**src/rtl/sd_arb_pkg.sv**
```systemverilog
// Shared types and helpers for the memory-share arbiter.
// Latency: not applicable (types and pure functions only).
// Backpressure: not applicable.
package sd_arb_pkg;

  // Which access class owns the memory port this cycle.
  typedef enum logic [1:0] {
    ARB_NONE = 2'd0,
    ARB_WR   = 2'd1,
    ARB_RD   = 2'd2
  } arb_class_t;

  // Round-robin successor of ptr, wrapping channels-1 back to 0 so that
  // non-power-of-2 channel counts never land on a nonexistent index.
  function automatic int rr_next(input int ptr, input int channels);
    return (ptr >= channels - 1) ? 0 : ptr + 1;
  endfunction

endpackage

```
**src/rtl/sd_rr_pick.sv**
```systemverilog
// Round-robin picker: first requester strictly after ptr, ascending with wrap.
// Latency: purely combinational, zero cycles.
// Backpressure: none; the caller decides whether the pick is used.
module sd_rr_pick
  import sd_arb_pkg::*;
#(
  parameter int n  = 4,
  parameter int iw = (n > 1) ? $clog2(n) : 1
) (
  input  logic [n-1:0]  req,
  input  logic [iw-1:0] ptr,
  output logic [n-1:0]  gnt,
  output logic [iw-1:0] idx,
  output logic          any
);

  int cand;

  // Walk n candidates starting at ptr+1; the first asserted request wins.
  always_comb begin
    gnt  = '0;
    idx  = '0;
    any  = 1'b0;
    cand = rr_next(int'(ptr), n);
    for (int k = 0; k < n; k++) begin
      if (!any && req[cand]) begin
        any = 1'b1;
        idx = iw'(cand);
      end
      cand = rr_next(cand, n);
    end
    if (any) gnt[idx] = 1'b1;
  end

endmodule

```
**src/rtl/sd_mem_share_arb.sv**
```systemverilog
// Shares one single-port memory between head (write) and tail (read) controllers.
// Latency: grant and memory strobe in the request cycle; read owner tag one cycle later.
// Backpressure: losing requesters simply stay ungranted; reads are forced through after starve_limit losses.
module sd_mem_share_arb
  import sd_arb_pkg::*;
#(
  parameter int channels     = 4,
  parameter int width        = 8,
  parameter int depth        = 64,
  parameter int asz          = $clog2(depth),
  parameter int starve_limit = 3
) (
  input  logic                      clk,
  input  logic                      reset_n,
  input  logic [channels-1:0]       wr_req,
  input  logic [channels*asz-1:0]   wr_addr,
  input  logic [channels*width-1:0] wr_data,
  input  logic [channels-1:0]       rd_req,
  input  logic [channels*asz-1:0]   rd_addr,
  output logic [channels-1:0]       wr_en,
  output logic [channels-1:0]       rd_en,
  output logic                      mem_we,
  output logic                      mem_re,
  output logic [asz-1:0]            mem_addr,
  output logic [width-1:0]          mem_wr_data,
  output logic [channels-1:0]       rd_ch_d1
);

  localparam int cw = (channels > 1) ? $clog2(channels) : 1;
  localparam int sw = $clog2(starve_limit + 1);
  localparam logic [sw-1:0] starve_max = sw'(starve_limit);
  localparam logic [cw-1:0] ptr_init   = cw'(channels - 1);

  logic [cw-1:0]       wr_ptr, rd_ptr;
  logic [sw-1:0]       rd_starve;
  logic [channels-1:0] wr_gnt, rd_gnt;
  logic [cw-1:0]       wr_idx, rd_idx;
  logic                wr_any, rd_any;
  arb_class_t          sel;

  sd_rr_pick #(.n(channels), .iw(cw)) u_wr_pick (
    .req (wr_req),
    .ptr (wr_ptr),
    .gnt (wr_gnt),
    .idx (wr_idx),
    .any (wr_any)
  );

  sd_rr_pick #(.n(channels), .iw(cw)) u_rd_pick (
    .req (rd_req),
    .ptr (rd_ptr),
    .gnt (rd_gnt),
    .idx (rd_idx),
    .any (rd_any)
  );

  // Class select: writes normally win, a starved read wins; nothing while in reset.
  always_comb begin
    sel = ARB_NONE;
    if (reset_n) begin
      if (wr_any && rd_any) begin
        sel = (rd_starve >= starve_max) ? ARB_RD : ARB_WR;
      end else if (wr_any) begin
        sel = ARB_WR;
      end else if (rd_any) begin
        sel = ARB_RD;
      end
    end
  end

  // Only the winning class's one-hot grant reaches its controllers.
  always_comb begin
    wr_en = (sel == ARB_WR) ? wr_gnt : '0;
    rd_en = (sel == ARB_RD) ? rd_gnt : '0;
  end

  // Memory port mux; idle port is driven to zero rather than left holding stale data.
  always_comb begin
    mem_we      = 1'b0;
    mem_re      = 1'b0;
    mem_addr    = '0;
    mem_wr_data = '0;
    case (sel)
      ARB_WR: begin
        mem_we      = 1'b1;
        mem_addr    = wr_addr[int'(wr_idx)*asz +: asz];
        mem_wr_data = wr_data[int'(wr_idx)*width +: width];
      end
      ARB_RD: begin
        mem_re   = 1'b1;
        mem_addr = rd_addr[int'(rd_idx)*asz +: asz];
      end
      default: ;
    endcase
  end

  // Round-robin pointers: only the class that won moves, to the index it granted.
  always_ff @(posedge clk or negedge reset_n) begin
    if (!reset_n) begin
      wr_ptr <= ptr_init;
      rd_ptr <= ptr_init;
    end else begin
      if (sel == ARB_WR) wr_ptr <= wr_idx;
      if (sel == ARB_RD) rd_ptr <= rd_idx;
    end
  end

  // Read starvation counter: counts lost cycles of a pending read, saturating.
  always_ff @(posedge clk or negedge reset_n) begin
    if (!reset_n) begin
      rd_starve <= '0;
    end else if (sel == ARB_RD) begin
      rd_starve <= '0;
    end else if (rd_any && (rd_starve != starve_max)) begin
      rd_starve <= rd_starve + 1'b1;
    end
  end

  // Owner tag for the data the memory returns one cycle after a read strobe.
  always_ff @(posedge clk or negedge reset_n) begin
    if (!reset_n) begin
      rd_ch_d1 <= '0;
    end else begin
      rd_ch_d1 <= rd_en;
    end
  end

endmodule

```
**config.mk**
```make
export PLATFORM = sky130hd
export DESIGN_NAME = sd_mem_share_arb
export DESIGN_NICKNAME = d
export VERILOG_FILES = /design/src/rtl/sd_arb_pkg.sv /design/src/rtl/sd_rr_pick.sv /design/src/rtl/sd_mem_share_arb.sv
export SDC_FILE = /design/constraint.sdc
export NUM_CORES = 1
export LEC_CHECK = 0
export CAP_MARGIN = 20
export CELL_PAD_IN_SITES_DETAIL_PLACEMENT = 1
export CELL_PAD_IN_SITES_GLOBAL_PLACEMENT = 1
export CORE_MARGIN = 4
export CORE_UTILIZATION = 39
export DETAILED_ROUTE_END_ITERATION = 10
export DONT_BUFFER_PORTS = 1
export PLACE_DENSITY = 0.82
export SLEW_MARGIN = 20
export SYNTH_ARGS = -nofsm -noshare
export SYNTH_HDL_FRONTEND = slang
export SYNTH_SLANG_ARGS = --single-unit
```
**constraint.sdc**
```tcl
create_clock -name clk -period 2.49 [get_ports clk]
set_input_delay 0.1245 -clock clk [delete_from_list [all_inputs] [get_ports clk]]
set_output_delay 0.1245 -clock clk [all_outputs]
set_load 0.1 [all_outputs]
```
# Word level (Yosys, flattened, before mapping)
# Cells that the tools add are included.
[word_totals]
in_bits = 90
register_bits = 10
mem_bits_ro = 0
out_inout_bits = 28
ramBits = 0
latch_bits = 0
n_memories = 0
elab_cells = 126
[op_classes]
shift = 3
addsub = 9
n_reduce_logical = 17
n_eq_ne = 3
n_div = 0
mul = 2
bitwise = 0
n_mux = 67
magnitude_cmp = 21
[op_table]
columns = ["op", "n"]
rows = [
  ["$lt 32x4->1 const B", 8],
  ["$mux 32", 8],
  ["$add 32x2->32 const B", 6],
  ["$ge 32x3->1 const B", 6],
  ["$shiftx 24x6->6", 2],
  ["$shiftx 32x6->8", 1],
  ["$mux 2", 15],
  ["$mux 1", 28],
  ["$bmux 1 s2", 8],
  ["$mux 4", 4],
  ["$pmux 6 s2", 1],
  ["$logic_and 1x1->1", 10],
  ["$mul 2x2->4 const B", 2],
  ["$mux 8", 1],
  ["$add 2x1->3 const B", 2],
  ["$ge 2x2->1 const B", 3],
  ["$logic_not 1->1", 6],
  ["$lt 2x3->1 const B", 2],
  ["$demux 1 s2", 2],
  ["$ge 2x1->1 const B", 2],
  ["$add 2x1->2 const B", 1],
  ["$eq 2x1->1 const B", 1],
  ["$eq 2x2->1 const B", 1],
  ["$ne 2x2->1 const B", 1],
  ["$reduce_bool 2->1", 1],
]

# Logic depth before layout (Yosys ltp)
# Gate-level depths: netlist of run 1.
[depth]
word_depth = 21
ltp_mapped = 8
depth_no_buf = 7

# Modules after synthesis
# A second synthesis of run 1 with hierarchy kept.
[unflattened]
cells_unflattened = 143
hier_area_um2 = 1455.1
[by_module_without_submodules]
columns = ["mod", "seq_area_each_um2", "cells_per_inst", "area_per_inst_um2", "instances"]
rows = [
  ["sd_mem_share_arb", 255.2, 79, 1068.5, 1],
  ["sd_rr_pick (u_wr_pick)", 0.0, 31, 195.2, 1],
  ["sd_rr_pick (u_rd_pick)", 0.0, 33, 191.4, 1],
]

# Least setup slack after synthesis of run 1
# No wires, ideal clock.
[synth_path]
path_type = "input-to-output"
start = "in rd_req[1]"
end = "out wr_en[0]"
slack_ps = -2075
t_required_ps = 2365
arrival_ps = 4440
stages = 6
path_buffers = 1
path_cell_list = "or4_4 a21oi_1 clkbuf_1 ha_1 nand2b_1 nor3b_1"
[synth_via]
elab_chain_len = 19
word_cells_on_any_way = 29
classes_between = "eq/ne: 1; mux: 21; reduce/logical: 7"
[synth_lines]
columns = ["element", "line", "text"]
rows = [
  ["start: declaration", "sd_mem_share_arb.sv:18", "input logic [channels-1:0] rd_req,"],
  ["$bmux 1 s2", "sd_rr_pick.sv:26", "if (!any && req[cand]) begin"],
  ["$mux 1 (implied by the code) (2 in series)", "sd_rr_pick.sv:26", ""],
  ["$mux 1", "sd_rr_pick.sv:26", ""],
  ["$logic_not 1->1", "sd_rr_pick.sv:26", ""],
  ["$logic_and 1x1->1", "sd_rr_pick.sv:26", ""],
  ["$mux 1", "sd_rr_pick.sv:26", ""],
  ["$logic_not 1->1", "sd_rr_pick.sv:26", ""],
  ["$logic_and 1x1->1", "sd_rr_pick.sv:26", ""],
  ["[... 2 more ...]", "--", ""],
  ["$logic_and 1x1->1", "sd_rr_pick.sv:26", ""],
  ["$mux 1 (*)", "sd_rr_pick.sv:26", ""],
  ["$mux 2", "sd_mem_share_arb.sv:65", "end else if (rd_any) begin"],
  ["$mux 2", "sd_mem_share_arb.sv:63", "end else if (wr_any) begin"],
  ["$mux 2 (*)", "sd_mem_share_arb.sv:61", "if (wr_any && rd_any) begin"],
  ["$mux 2 (*)", "sd_mem_share_arb.sv:60", "if (reset_n) begin"],
  ["$eq 2x1->1 (*)", "sd_mem_share_arb.sv:73", "wr_en = (sel == ARB_WR) ? wr_gnt : '0;"],
  ["$mux 4 (*)", "sd_mem_share_arb.sv:73", ""],
  ["end: declaration", "sd_mem_share_arb.sv:20", "output logic [channels-1:0] wr_en,"],
]
# Every way passes the cells marked *; elsewhere a longest branch is shown, timed or not. The select of a mux whose other input is x is not followed.

# Final worst setup path of run 1
[layout_path]
start = "reg rd_starve[1]"
end = "out mem_addr[4]"
[layout_via]
elab_chain_len = 6
word_cells_on_any_way = 7
classes_between = "order compare: 1; eq/ne: 2; mux: 4"
[layout_lines]
columns = ["element", "line", "text"]
rows = [
  ["start: declaration", "sd_mem_share_arb.sv:35", "logic [sw-1:0] rd_starve;"],
  ["start signal: assignment", "sd_mem_share_arb.sv:115", "rd_starve <= rd_starve + 1'b1;"],
  ["$ge 2x2->1 (*)", "sd_mem_share_arb.sv:62", "sel = (rd_starve >= starve_max) ? ARB_RD : ARB_WR;"],
  ["$mux 2 (*)", "sd_mem_share_arb.sv:62", ""],
  ["$mux 2 (*)", "sd_mem_share_arb.sv:61", ""],
  ["$mux 2 (*)", "sd_mem_share_arb.sv:60", ""],
  ["$eq 2x2->1 / $eq 2x1->1 (equally long branches)", "sd_mem_share_arb.sv:83", "case (sel)"],
  ["$pmux 6 s2 (*)", "sd_mem_share_arb.sv:83", ""],
  ["end: declaration", "sd_mem_share_arb.sv:24", "output logic [asz-1:0] mem_addr,"],
]
# Every way passes the cells marked *; elsewhere a longest branch is shown, timed or not.

==> results.toml, run 1 <==
[synth]
syn_nets = 240
synth_seq_area_share_pct = 17.85
synth_most_common_cell = "mux2i_1"
yosysTopAreaCell = "mux4_2"
synth_ff_type = "dfrtp_1"
synthArstFlopShare_pct = 100.0
yosysUniqueCellTypes = 46
ys_ff_latch = 10
synthCells = 145
ys.warnings.count = 0
yosysTopAreaCellShare_pct = 12.60
synthTopCellsByArea = "mux4_2, dfrtp_1, mux2i_1, mux2_2, dfstp_2"
synth_edf_count = 0
synth_area_per_cell_sq_um = 9.863
netlist_top_cells_count = "mux2i_1, mux2_2, and2_1, mux4_2, inv_1"
synth.cell_area_sq_um = 1430

[die]
die_w_um = 68.56
die_y_um = 68.56
num_rows = 21
pin_count = 118
initial_utilization_pct = 41.55
die_area_sq_um = 4700
core_area_sq_um = 3442

[final_layout]
nets = 287
diodes = 0
areaGrowthSynthToFinish_pct = 72.70
drive_gt1_share_pct = 68.59

[global_route]
overflow = 0
track_usage_pct = 26.36
gr-max-usage-layer = "met2"
antenna_found_initial = 0
use_met3_pct = 6.321
use_met1_pct = 27.56
grt_pass1_wl_um = 8921
grt_max_degree = 17
met2_usage_pct = 50.42
grt_pass1_vias = 1636

[pwr]
p_per_area_nw_per_um2 = 1709
power.total_w = 0.004221
power_leakage_nw = 0.9990
max-vdd-ir-drop_mv = 0.8820

[routing]
dr.pass1.iters = 4
first_iter_violations = 81
wire_per_inst_um = 32.56
remaining_drc_errors = 0
vias = 1602
ant_nets = 0
routed_via_density = 6.759
route.final.wire_length_um = 7717

[critical_path]
crit_type = "reg2out"
start_kind = "flop"
critPathMaxFanout = 5
required_ns = 2.37
worstSetupEndpointType = "primary output"
crit_arrival_ns = 2.76

[timing]
fmax_mhz = 347.0
period_share_pct = 115.7
slew_violations = 0
rsz0062_at_grt = "yes"
skew_ns = 0.003158
max_slew_margin_pct = 40.71
finalHoldViolations = 0
setup_violations = 21
hold_ws_ns = 0.2967
finalSetupTns_ns = -4.359
worst_slew_pin_slew_ns = 0.8899
period_minus_slack_ns = 2.882
fin_ws_ns = -0.3920

[cts]
cts_buffers = 3
clockRootBuffer = "clkbuf_8"
cts_buffer_depth = 2
cts_tree = "built"
h-tree-depth = 1
path_clk_slew_ns = 0.06
clkLatencyLatePin_ns = 0.24
clock_sinks = 10

[run_status]
status = "complete, but fails checks"
violations = "setup timing"

[min_path]
worst_hold_path_type = "in2async"

[place]
io_buffers = 0
place_hpwl_um = 4678
gp_congestion = 0.7569

[job]
cap_violations = 0
worst max-delay path, cell delays in order, from the launching register on:
cell and delay, ns:
dfrtp_1 0.41, ha_4 0.19, o211ai_1 0.23, buf_4 0.17
ha_4 0.21, a211oi_4 0.19, or4b_4 0.57, o22ai_2 0.16
a221o_2 0.19, buf_12 0.18
cells by family after synthesis:
| group | synth area share, % |
|---|---|
| simple gates | 19.86 |
| fa+ha+maj | 4.374 |
| buf+inv | 6.036 |
| mux | 33.51 |
| compound gates | 18.37 |
| flops | 17.85 |
placed cells by master (no fill, tap or decap), types with 3 or more instances in the layout:
cell	netlist	final
a221o_2	0	5
nor2_1	5	4
nand2b_1	4	3
dfrtp_1	6	6
and2_4	0	9
nor3b_4	0	3
buf_12	0	21
nor3_4	0	3
mux2_2	11	10
mux2_4	3	4
dfstp_2	4	4
nor2b_1	3	3
ha_4	0	5
o22ai_2	0	4
buf_4	0	24
inv_1	7	6
mux4_2	8	8
clkbuf_8	0	3
buf_6	2	4
mux2i_1	13	10
nand2_1	5	4
final timing paths:
kind                              start           end  slack (ns)  depth (start not counted)
max in group asynchronous       reset_n     wr_ptr[1]        1.83                          1
max                        rd_starve[1]   mem_addr[4]       -0.39                          9
max reg2reg                   rd_ptr[1]   rd_ch_d1[0]        0.24                          8
min reg2reg                   wr_ptr[1]     wr_ptr[1]        0.65                          1
min                             reset_n  rd_starve[1]        0.30                          1
min in group clk                reset_n     wr_ptr[1]        0.48                          4
power by group:
part | leakage, nW | switching, W | internal, W | total (W)
logic | 0.855 | 0.00210 | 0.00158 | 0.00367
registers | 0.121 | 0.000111 | 0.000244 | 0.000355
clock network | 0.0228 | 0.0000784 | 0.000113 | 0.000191
total | 0.999 | 0.00229 | 0.00193 | 0.00422
sequential cells by signal, summed over array words and instances (netlist names):
signal / count
wr_ptr: 2
rd_ptr: 2
rd_starve: 2
rd_ch_d1: 4
layout make-up:
class	instances	area (sq um)
multi-input cells	120	1430
fillers	327	972.2
repair buffers	50	655.6
flip-flops and latches	10	255.2
well taps	46	57.56
clock buffers	4	45.04
inverters	7	26.28
what timing repair did:
action                                 in CTS  in global routing
resized for setup                          19                 14
pin swaps                                   1                  5
buffers inserted                            4                  5
setup endpoints to repair                  17                 19
endpoints found under the hold margin      10                  0
hold buffers                                1                  0
through the flow:
| stage | instance area, sq um | instances | worst slack (ns) | utilization [%] |
|---|---|---|---|---|
| 3_5_place_dp | 2183 | 223 | -0.1262 | 63.43 |
| 5_1_grt | 2470 | 237 | -0.4466 | 71.76 |
| 3_3_place_gp | 2183 | 223 | -0.01322 | 63.43 |
| 2_1_floorplan | 1665 | 145 | -0.1749 | - |
| 6_report | 2470 | 237 | -0.3920 | 71.76 |
| 4_1_cts | 2347 | 232 | -0.2424 | 68.19 |
routing by layer:
layer | up-vias | part of all wire (%)
met1 | 782 | 32
met2 | 120 | 54
met5 | - | 0
li1 | 670 | -
met3 | 30 | 9.0
met4 | 0 | 4.9
(Power assumes the default switching activity.)
==> run 2, diff against run 1 <==
- GPL_ROUTABILITY_DRIVEN: not set -> 0
- PLACE_DENSITY: 0.82 -> not set
- PLACE_DENSITY_LB_ADDON: not set -> 0.1
==> run 2 against run 1 <==
The run still ends with setup timing left. Utilization up 0.47 points. Clock skew decreased by 0.0010 ns. Clock-buffer cell count down 1. Clock power decreased by 5%. Register-to-register slack better by 0.04 ns. Critical path type unchanged. Critical endpoint is now mem_addr[2].
==> results.toml, run 2 (synthesized netlist as in run 1, its figures left out) <==
[global_route]
antenna_found_initial = 2
track_usage_pct = 29.20
grt_max_degree = 22
grt_pass1_wl_um = 9687
grt_pass1_vias = 1715
overflow = 0

[cts]
clock_sinks = 10
h-tree-depth = 1
cts_buffer_depth = 2
clockRootBuffer = "clkbuf_8"
path_clk_slew_ns = 0.05
clkLatencyLatePin_ns = 0.24
cts_tree = "built"
cts_buffers = 3

[routing]
first_iter_violations = 77
vias = 1725
route.final.wire_length_um = 8442
ant_nets = 0
remaining_drc_errors = 0
wire_per_inst_um = 35.62
dr.pass1.iters = 4
routed_via_density = 7.278

[final_layout]
mostFrequentLayoutCells = "buf_4, buf_12, mux2_2, mux2i_1, and2_4"
design_area_sq_um = 2486
nets = 286
mostFrequentLayoutCell = "buf_4"
fillers = 328
areaGrowthSynthToFinish_pct = 73.84
multiInputGateArea_sq_um = 1455
largest_register_ffs = 4
regMostFlops = "rd_ch_d1"
drive_gt1_share_pct = 71.96
register_area_sq_um = 255.2

[critical_path]
critPathSlowestCell = "or4b_4"
cpLargestDelayFamily = "compound AO/OA/AOI/OAI gates"
worstPathBufferInverterCount = 1
critPathMaxFanout = 5
crit_arrival_ns = 2.81
path_cells = "ha_4, o211ai_1, ha_4, a211oi_4, or4b_4, o22ai_2, a221o_2, buf_12"
crit_type = "reg2out"
start_kind = "flop"
required_ns = 2.37
worstSetupEndpointType = "primary output"
worst_path_most_repeated_cell = "ha_4"
max_stage_delay_ns = 0.59

[timing]
period_share_pct = 117.7
period_minus_slack_ns = 2.932
rsz0062_at_grt = "yes"
setup_violations = 17
slew_violations = 0
fin_ws_ns = -0.4417
fmax_mhz = 341.1
finalSetupTns_ns = -3.875
finalHoldViolations = 0
max_slew_margin_pct = 40.71
hold_ws_ns = 0.2751
skew_ns = 0.002122
worst_slew_pin_slew_ns = 0.8900

[place]
dp_slack_ns = -0.1705
place_hpwl_um = 5038
place_area_sq_um = 2183
io_buffers = 0

[die]
num_rows = 21
core_area_sq_um = 3442
die_y_um = 68.56
die_area_sq_um = 4700
die_w_um = 68.56
initial_utilization_pct = 41.55
pin_count = 118

[run_status]
violations = "setup timing"
status = "complete, but fails checks"

[job]
cap_violations = 0

[pwr]
p_per_area_nw_per_um2 = 1730
max-vdd-ir-drop_mv = 0.9114
power_leakage_nw = 0.9969

[min_path]
worst_hold_path_type = "in2async"
[run 2: final timing paths]
path                                    from            to  slack, ns  cells past startpoint
worst max-delay path            rd_starve[0]   mem_addr[2]      -0.44                      8
worst min-delay path                 reset_n   rd_ch_d1[3]       0.28                      1
worst max register to register  rd_starve[0]   rd_ch_d1[1]       0.28                     10
worst min register to register  rd_starve[0]  rd_starve[0]       0.64                      2
max in group asynchronous            reset_n     rd_ptr[1]       1.87                      1
min in group clk                   rd_req[1]   rd_ch_d1[2]       0.43                      4
[run 2: layout make-up]
type | count | share of cell area (%)
multi-input combinational | 121 | 58.53
timing repair buffer | 48 | 25.97
sequential | 10 | 10.27
tap | 46 | 2.315
clock buffer | 3 | 1.661
inverter | 7 | 1.057
antenna | 2 | 0.2013
[run 2: power breakdown]
group | leakage [nW] | total (W) | internal [W] | switching, W
Combinational | 0.854 | 0.00376 | 0.00162 | 0.00215
Clock | 0.0216 | 0.000181 | 0.000107 | 0.0000746
Sequential | 0.121 | 0.000357 | 0.000244 | 0.000113
Total | 0.997 | 0.00430 | 0.00197 | 0.00233
[run 2: per-layer routing]
layer  track usage [%]  share of wire [%]  up-vias  wire length [um]
met5                 0                  0        -                 0
met4             21.09                8.1        0               683
met3             7.293                9.7       61               820
met2             55.07                 51      146              4343
met1             26.63                 31      845              2594
li1                  -                  -      673                 -
[run 2: timing repair]
item / CTS / global route
endpoints found under the hold margin: 10 / 0
hold buffers: 1 / 0
pin swaps: 3 / 14
gates cloned: 0 / 1
setup endpoints to repair: 22 / 21
setup buffers: 2 / 5
gates resized for setup: 24 / 14
[run 2: metrics by stage]
stage | total power, W | util (%) | instances
2_1_floorplan | 0.002720 | - | 145
3_3_place_gp | 0.003372 | 63.43 | 223
3_5_place_dp | 0.003515 | 63.43 | 223
4_1_cts | 0.003915 | 69.14 | 229
5_1_grt | 0.004447 | 72.23 | 237
6_report | 0.004301 | 72.23 | 237
==> run 3, diff against run 2 <==
- CORE_UTILIZATION: 39 -> 43
- clock period: 2.49 -> 3.05 ns (I/O delays scaled with it)
==> run 3 against run 2 <==
The flow still finishes with violations (setup timing). Critical path depth is the same. Clock skew shrank 0.00054 ns. Sequential cell count is the same. Register-to-register slack gained 0.11 ns. Worst hold slack lost 0.0071 ns. Sequential power shrank 21%. First-iteration DRC count shrank 1.3%. Clock-buffer cell count grew 1. Critical endpoint is now mem_wr_data[0]. Largest cell class unchanged.
==> results.toml, run 3 (synthesized netlist as in run 1, its figures left out) <==
[timing]
max_slew_margin_pct = 40.62
setup_violations = 8
worst_slew_pin_slew_ns = 0.8913
finalHoldViolations = 0
skew_ns = 0.001580
slew_violations = 0
fmax_mhz = 322.6
period_share_pct = 101.6
period_minus_slack_ns = 3.100
fin_ws_ns = -0.04974
finalSetupTns_ns = -0.1694

[pwr]
power_leakage_nw = 0.8988
max-vdd-ir-drop_mv = 0.6829
p_per_area_nw_per_um2 = 1398
power.total_w = 0.003060
clockPowerShare_pct = 3.9
share_comb_of_total_power_pct = 86.9
switchingPower_w = 0.001694
power_frac_seq_pct = 9.2
swShare_pct = 55.35
intPower_w = 0.001366

[cts]
clkLatencyLatePin_ns = 0.26
cts_buffer_depth = 2
clock_sinks = 10
clockRootBuffer = "clkbuf_4"
cts_buffers = 3
h-tree-depth = 1
cts_tree = "built"
path_clk_slew_ns = 0.07

[critical_path]
cpLargestDelayFamily = "simple AND/OR/NAND/NOR gates"
required_ns = 2.90
worst_path_most_repeated_cell = "buf_12"
max_stage_delay_ns = 0.57
start_kind = "flop"
critPathMaxFanout = 14
crit_arrival_ns = 2.95
crit_type = "reg2out"
worstPathBufferInverterCount = 2
path_cells = "ha_2, o31ai_2, a21oi_1, or3_1, buf_12, mux4_2, and2_1, buf_12"
critPathSlowestCell = "dfstp_2"
worstSetupEndpointType = "primary output"

[final_layout]
drive_gt1_share_pct = 54.24
largest_register_ffs = 4
mostFrequentLayoutCells = "buf_12, mux2i_1, buf_4, mux2_2"
fillers = 304
multiInputGateArea_sq_um = 1255
register_area_sq_um = 255.2
mostFrequentLayoutCell = "buf_12"
areaGrowthSynthToFinish_pct = 53.11
regMostFlops = "rd_ch_d1"
final_util_pct = 70.00
nets = 273

[routing]
route.final.wire_length_um = 6533
ant_nets = 0
met3_length_um = 525
remaining_drc_errors = 0
dr.pass1.iters = 4
wl_met1_um = 2055
routed_via_density = 7.009
first_iter_violations = 76
wl_met2_um = 3535
routed.top_layer = "met4"
vias = 1563
wire_per_inst_um = 29.30

[global_route]
overflow = 0
track_usage_pct = 25.88
grt_pass1_wl_um = 8335
grt_max_degree = 22
grt_pass1_vias = 1589
antenna_found_initial = 1

[die]
initial_utilization_pct = 45.72
num_rows = 20
pin_count = 118
die_y_um = 65.67
core_area_sq_um = 3128
die_area_sq_um = 4313
die_w_um = 65.67

[run_status]
status = "complete, but fails checks"
violations = "setup timing"

[place]
place_hpwl_um = 4817
io_buffers = 0
dp_slack_ns = 0.1480

[job]
cap_violations = 0

[min_path]
worst_hold_path_type = "in2async"
## run 3: layer usage
layer,global-route usage (%),up-vias
li1,-,642
met1,24.58,757
met2,51.44,124
met3,5.641,40
met4,11.66,0
met5,0,-
## run 3: power by group through the flow
stage | sequential, W | combinational [W] | clock, W
after global routing | 0.000287 | 0.00276 | 0.000131
after detailed placement | 0.000282 | 0.00239 | 0
after global placement | 0.000274 | 0.00230 | 0
after CTS | 0.000280 | 0.00242 | 0.000123
after floorplan | 0.000266 | 0.00180 | 0
final | 0.000281 | 0.00266 | 0.000121
## run 3: per-stage QoR
step           cell area [sq um]  instances  hold WS [ns]
2_1_floorplan               1540        145       -0.1431
3_3_place_gp                1998        211       -0.1428
3_5_place_dp                1998        211       -0.1428
4_1_cts                     2062        217        0.2722
5_1_grt                     2187        222        0.2824
6_report                    2190        223        0.2680
## run 3: worst paths after layout
path / from / end / slack, ns / depth (start not counted)
setup / recovery: wr_ptr[0] / mem_wr_data[0] / -0.05 / 8
hold / removal: reset_n / rd_ch_d1[1] / 0.27 / 1
setup reg to reg: rd_starve[0] / rd_ch_d1[1] / 0.39 / 10
hold reg to reg: rd_starve[0] / rd_starve[0] / 0.53 / 1
max in group asynchronous: reset_n / wr_ptr[1] / 2.44 / 1
min in group clk: wr_req[2] / wr_ptr[1] / 0.42 / 3
## run 3: layout make-up
cell class,count,share of cell area [%]
Tap cell,44,2.514
Inverter,7,1.200
Timing Repair Buffer,36,25.43
Sequential cell,10,11.66
Antenna cell,2,0.2286
Clock buffer,4,1.657
Multi-Input combinational cell,120,57.31
## run 3: timing repair
item / CTS / global route
resized for setup: 3 / 18
gates cloned: 0 / 1
setup endpoints to repair: 7 / 14
pin swaps: 1 / 2
hold endpoints to repair: 10 / 0
hold buffers: 1 / 0
setup buffers: 1 / 3
